===== src/rtl/pipe_pkg.sv =====
// Shared definitions for the ID-stage hazard/branch control path:
// forward-select encodings, branch-type codes and the scoreboard entry.
package pipe_pkg;

  localparam int TNEW_W = 2;

  // Forward-select encoding shared by both comparator operands.
  typedef enum logic [1:0] {
    FWD_RF = 2'd0,
    FWD_E  = 2'd1,
    FWD_M  = 2'd2,
    FWD_W  = 2'd3
  } fwd_sel_t;

  // Conditional-branch codes; 6 and 7 are reserved and never taken.
  typedef enum logic [2:0] {
    BR_BEQ  = 3'd0,
    BR_BNE  = 3'd1,
    BR_BLEZ = 3'd2,
    BR_BGTZ = 3'd3,
    BR_BLTZ = 3'd4,
    BR_BGEZ = 3'd5
  } br_type_t;

  // A source whose tuse equals this value is not read by the instruction.
  localparam logic [TNEW_W-1:0] TUSE_UNUSED = 2'd3;

  // One in-flight register write: destination and cycles until its result exists.
  typedef struct packed {
    logic              valid;
    logic [4:0]        dst;
    logic [TNEW_W-1:0] tnew;
  } sb_entry_t;

  // Advance an entry by one stage: the countdown drops by one and sticks at zero.
  function automatic sb_entry_t sb_age(input sb_entry_t e);
    sb_entry_t r;
    r = e;
    if (e.tnew != '0) r.tnew = e.tnew - 1'b1;
    return r;
  endfunction

endpackage


===== src/rtl/hazard_src_check.sv =====
// Per-source hazard check: finds the youngest in-flight write to one source
// register and decides whether ID must stall and where to forward from.
module hazard_src_check
  import pipe_pkg::*;
(
  input  logic [4:0]        src,
  input  logic [TNEW_W-1:0] tuse,
  input  sb_entry_t         ent_e,
  input  sb_entry_t         ent_m,
  input  sb_entry_t         ent_w,
  output logic              stall_src,
  output fwd_sel_t          fwd_sel
);

  // Register 0 is hard-wired, so an entry targeting it never matches.
  function automatic logic is_match(input sb_entry_t e, input logic [4:0] s);
    return e.valid && (e.dst != 5'd0) && (e.dst == s);
  endfunction

  logic      found;
  sb_entry_t hit;
  fwd_sel_t  hit_stage;

  // Pick the youngest matching stage, then derive stall and forward select from it.
  always_comb begin
    // NOTE: every output of this block gets a default first, so no path leaves a latch.
    found     = 1'b0;
    hit       = '0;
    hit_stage = FWD_RF;
    if (is_match(ent_e, src)) begin
      found     = 1'b1;
      hit       = ent_e;
      hit_stage = FWD_E;
    end else if (is_match(ent_m, src)) begin
      found     = 1'b1;
      hit       = ent_m;
      hit_stage = FWD_M;
    end else if (is_match(ent_w, src)) begin
      found     = 1'b1;
      hit       = ent_w;
      hit_stage = FWD_W;
    end

    stall_src = found && (tuse != TUSE_UNUSED) && (hit.tnew > tuse);
    fwd_sel   = (found && hit.tnew == '0) ? hit_stage : FWD_RF;
  end

endmodule


===== src/rtl/branch_hazard_ctrl.sv =====
// ID-stage scheduler for the branch comparator: tracks in-flight writes in
// E/M/W, stalls or forwards the ID sources, and resolves the branch condition.
module branch_hazard_ctrl
  import pipe_pkg::*;
#(
  parameter int DW = 32,
  parameter int TW = TNEW_W
) (
  input  logic          clk,
  input  logic          reset,
  input  logic          id_valid,
  input  logic          id_is_branch,
  input  logic [2:0]    id_br_type,
  input  logic [4:0]    id_rs,
  input  logic [4:0]    id_rt,
  input  logic [TW-1:0] id_rs_tuse,
  input  logic [TW-1:0] id_rt_tuse,
  input  logic [4:0]    id_dst,
  input  logic [TW-1:0] id_tnew,
  input  logic [DW-1:0] rf_rs_data,
  input  logic [DW-1:0] rf_rt_data,
  input  logic [DW-1:0] fwd_e_data,
  input  logic [DW-1:0] fwd_m_data,
  input  logic [DW-1:0] fwd_w_data,
  output logic          stall,
  output logic [1:0]    fwd_sel_rs,
  output logic [1:0]    fwd_sel_rt,
  output logic [DW-1:0] cmp_a,
  output logic [DW-1:0] cmp_b,
  output logic          br_taken
);

  sb_entry_t ent_e, ent_m, ent_w;
  logic      stall_rs, stall_rt;
  fwd_sel_t  sel_rs, sel_rt;
  logic      cond;

  // Scoreboard shift: entries age toward W; a stalled or empty ID slot enters E as a bubble.
  always_ff @(posedge clk) begin
    // NOTE: state is updated with non-blocking assignments so every entry shifts from its pre-edge value.
    if (reset) begin
      ent_e <= '0;
      ent_m <= '0;
      ent_w <= '0;
    end else begin
      ent_w <= sb_age(ent_m);
      ent_m <= sb_age(ent_e);
      if (!stall && id_valid) ent_e <= '{valid: 1'b1, dst: id_dst, tnew: id_tnew};
      else                    ent_e <= '0;
    end
  end

  hazard_src_check u_rs_check (
    .src       (id_rs),
    .tuse      (id_rs_tuse),
    .ent_e     (ent_e),
    .ent_m     (ent_m),
    .ent_w     (ent_w),
    .stall_src (stall_rs),
    .fwd_sel   (sel_rs)
  );

  hazard_src_check u_rt_check (
    .src       (id_rt),
    .tuse      (id_rt_tuse),
    .ent_e     (ent_e),
    .ent_m     (ent_m),
    .ent_w     (ent_w),
    .stall_src (stall_rt),
    .fwd_sel   (sel_rt)
  );

  assign stall      = (stall_rs | stall_rt) & id_valid;
  assign fwd_sel_rs = sel_rs;
  assign fwd_sel_rt = sel_rt;

  function automatic logic [DW-1:0] fwd_mux(input fwd_sel_t sel, input logic [DW-1:0] rf);
    case (sel)
      FWD_E:   return fwd_e_data;
      FWD_M:   return fwd_m_data;
      FWD_W:   return fwd_w_data;
      default: return rf;
    endcase
  endfunction

  assign cmp_a = fwd_mux(sel_rs, rf_rs_data);
  assign cmp_b = fwd_mux(sel_rt, rf_rt_data);

  // Branch condition; the zero-compare forms treat operand a as signed.
  always_comb begin
    cond = 1'b0;
    case (id_br_type)
      BR_BEQ:  cond = (cmp_a == cmp_b);
      BR_BNE:  cond = (cmp_a != cmp_b);
      BR_BLEZ: cond = ($signed(cmp_a) <= 0);
      BR_BGTZ: cond = ($signed(cmp_a) > 0);
      BR_BLTZ: cond = cmp_a[DW-1];
      BR_BGEZ: cond = ~cmp_a[DW-1];
      default: cond = 1'b0;
    endcase
  end

  assign br_taken = id_valid & id_is_branch & ~stall & cond;

endmodule


===== config.mk =====
export PLATFORM = sky130hd
export DESIGN_NAME = branch_hazard_ctrl
export DESIGN_NICKNAME = d
export VERILOG_FILES = /design/src/rtl/pipe_pkg.sv /design/src/rtl/hazard_src_check.sv /design/src/rtl/branch_hazard_ctrl.sv
export SDC_FILE = /design/constraint.sdc
export NUM_CORES = 1
export LEC_CHECK = 0
export ABC_CLOCK_PERIOD_IN_PS = 7310
export CAP_MARGIN = 20
export CORE_AREA = 2 2 106 108
export CTS_CLUSTER_SIZE = 8
export DETAILED_ROUTE_END_ITERATION = 6
export DIE_AREA = 0 0 108 110
export PLACE_DENSITY = 0.83
export SYNTH_ARGS = -nofsm -noshare
export SYNTH_HDL_FRONTEND = slang
export SYNTH_SLANG_ARGS = --single-unit

===== constraint.sdc =====
create_clock -name clk -period 7.31 [get_ports clk]
set_input_delay 1.462 -clock clk [delete_from_list [all_inputs] [get_ports clk]]
set_output_delay 1.462 -clock clk [all_outputs]
set_load 0.02 [all_outputs]

==> qor.csv <==
metric,value,unit
status,"finished, violations left",
violations,design-rule violations,
wl_per_cell,23.5,µm
clockRootBuffer,clkbuf_8,
grt_busiest_layer,met2,
worst_slack,0.212,ns
cts_setup_buffers,0,
synth_area_per_cell,7.35,µm²
final_cell_area,7450,µm²
via_per_inst,6.06,
finalNetCount,1068,
power.leakage,3.07,nW
hp-class,register to register,
hpwlAfterDp,19900,µm
finalHoldViolCount,0,
ios,258,
tightest_slew,0.650,ns
grt_pass1_vias,6064,
max_stage_delay,0.56,ns
final_cell_mix,"clkdlybuf4s50_1 (256), buf_4 (100), xnor2_1 (51)",
path_cells,clkdlybuf4s50_1 -> buf_4 -> xnor2_1 -> nand3_1 -> buf_4 -> or3_1 -> o211a_1 -> o221ai_4 -> buf_12 -> mux2i_1 -> xnor2_1 -> or4_1 -> nor4_2 -> nor4b_2 -> mux2i_1 -> a41oi_2 -> clkbuf_2,
period_share,0.971,
synth_area,4030,µm²
h-tree-depth,1,
p_per_area,71.1,nW/µm²
clockBufferDepth,2,
placed_area,7400,µm²
cts_buffers,3,
antenna_found_initial,0,
slew_headroom,0.565,
chipWidth,108,µm
finalWirelength,23800,µm
via_count,6144,
start_util,0.376,
cap_violations,0,
ant_nets,0,
ff2ff_path_depth,15,
use_met3,0.0800,
yosys_most_used_dff,dfxtp_1,
post-place-ws,-0.161,ns
grtUsageMet1,0.439,
gp_congestion,0.990,
synth_cells,548,
grt_overflow,0,
cts_tree,done,
hold_path_depth,1,
path_max_fanout,15,
worstPathArrival,5.64,ns
reg2reg_slack,3.73,ns
setup_viol,0,
grt_pass1_wl,34600,µm
ys_types,67,
port-buffer-count,257,
syn2layout_area_growth,85.2,%
rows,38,
dieArea,11900,µm²
skew,0.00233,ns
clock_latency,0.26,ns
synth-seq-cells,24,
grt_util_met2,0.670,
fillCellCount,872,
die_h,110,µm
fmax,0.141,GHz
seq_area_frac_synth,0.119,
critPathCaptureType,output pin,
core_area,10700,µm²
clkSinkCount,24,
syn-num-nets,740,
synth_edf_count,0,
rsz0062_at_grt,no,
antenna_cells,0,
drt-initial-drc-count,665,
yosys_warnings,0,
min_period,7.10,ns
layout-drive-gt1-share,0.154,
async_flop_share,0,
clk_pin_slew,0.07,ns
grt_max_degree,20,
cp.required,5.85,ns
slew_viol_final,0,
drc_errors,2,
cp_slowest_cell,or4_1,
worstSetupPathType,primary input to output pin,
final_common_cell,clkdlybuf4s50_1,
ir_drop,0.0992,mV
dr.pass1.iters,7,
grt_usage,0.380,
critPathLaunchType,primary input,
[power by group]
group	internal (mW)	switching [mW]	leakage [nW]	total [mW]
Clock	0.0367	0.0371	0.0216	0.0738
Combinational	0.182	0.134	2.86	0.316
Sequential	0.134	0.00586	0.196	0.140
Total	0.353	0.177	3.07	0.530
[per-layer routing]
metal	wire length [µm]	share of wire
met1	8650	0.36
met2	11400	0.48
met3	2670	0.11
met4	1140	0.048
met5	0	0
[state kept, by name (all words and copies together), names as in the netlist]
register / cells
ent_w: 8
ent_e: 8
ent_m: 8
[logic make-up (layout without fill, tap and decap cells)]
kind of cell               count (synthesis)  count (layout)  synth area share
muxes                                     23              23            0.0622
DFF                                       24              24             0.119
and+or+nand+nor                          198             198             0.271
adders and majority gates                  4               4            0.0124
xor gates and xnor gates                  63              63             0.137
AOI/OAI and AO/OA                        165             165             0.320
buffers and inverters                     71             397            0.0780
[cells in the mapped netlist, types with 15 or more instances]
cell type | n | share of area
xnor2_1 | 51 | 0.11
inv_1 | 36 | 0.034
a21oi_1 | 18 | 0.022
clkbuf_1 | 17 | 0.016
o21ai_0 | 26 | 0.032
nor2_1 | 29 | 0.027
nand2_1 | 50 | 0.047
a221o_1 | 27 | 0.067
nor2b_1 | 15 | 0.023
mux2i_1 | 16 | 0.040
a22o_1 | 16 | 0.035
dfxtp_1 | 24 | 0.12
[critical path: cells and delay by family]
kind	cells	cell delay, ns
AO/OA/AOI/OAI	3	0.55
XOR/XNOR	2	0.33
buffers and inverters	5	1.18
multiplexers	2	0.45
AND/OR/NAND/NOR	5	1.67
[layout make-up]
type / instances / area, µm² / area share
Tap cell: 140 / 175 / 0.0235
Sequential cell: 24 / 480 / 0.0645
Clock buffer: 3 / 41.3 / 0.00554
Multi-Input combinational cell: 453 / 3280 / 0.440
Inverter: 36 / 135 / 0.0181
Timing Repair Buffer: 358 / 3340 / 0.448
[per-stage QoR]
step,util,cells,setup TNS (ns),hold slack (ns),total power [mW]
after floorplan,-,548,0,0.456,0.246
after global placement,0.692,1011,-0.0218,0.479,0.451
after detailed placement,0.692,1011,-0.161,0.486,0.452
after CTS,0.696,1014,0,0.498,0.527
after global routing,0.697,1014,0,0.514,0.551
final,0.697,1014,0,0.494,0.530
[worst paths after layout]
kind	from	to
worst min-delay path	ent_e[7]	ent_m[7]
worst max register to register	ent_m[2]	ent_e[0]
worst max-delay path	id_rs[4]	br_taken
worst min register to register	ent_e[7]	ent_m[7]
[repair_timing]
action	in CTS	in global routing
setup endpoints to repair	1	1
gates resized for setup	1	4
hold buffers	0	0
No activity file was read; power rests on OpenSTA's default activity.
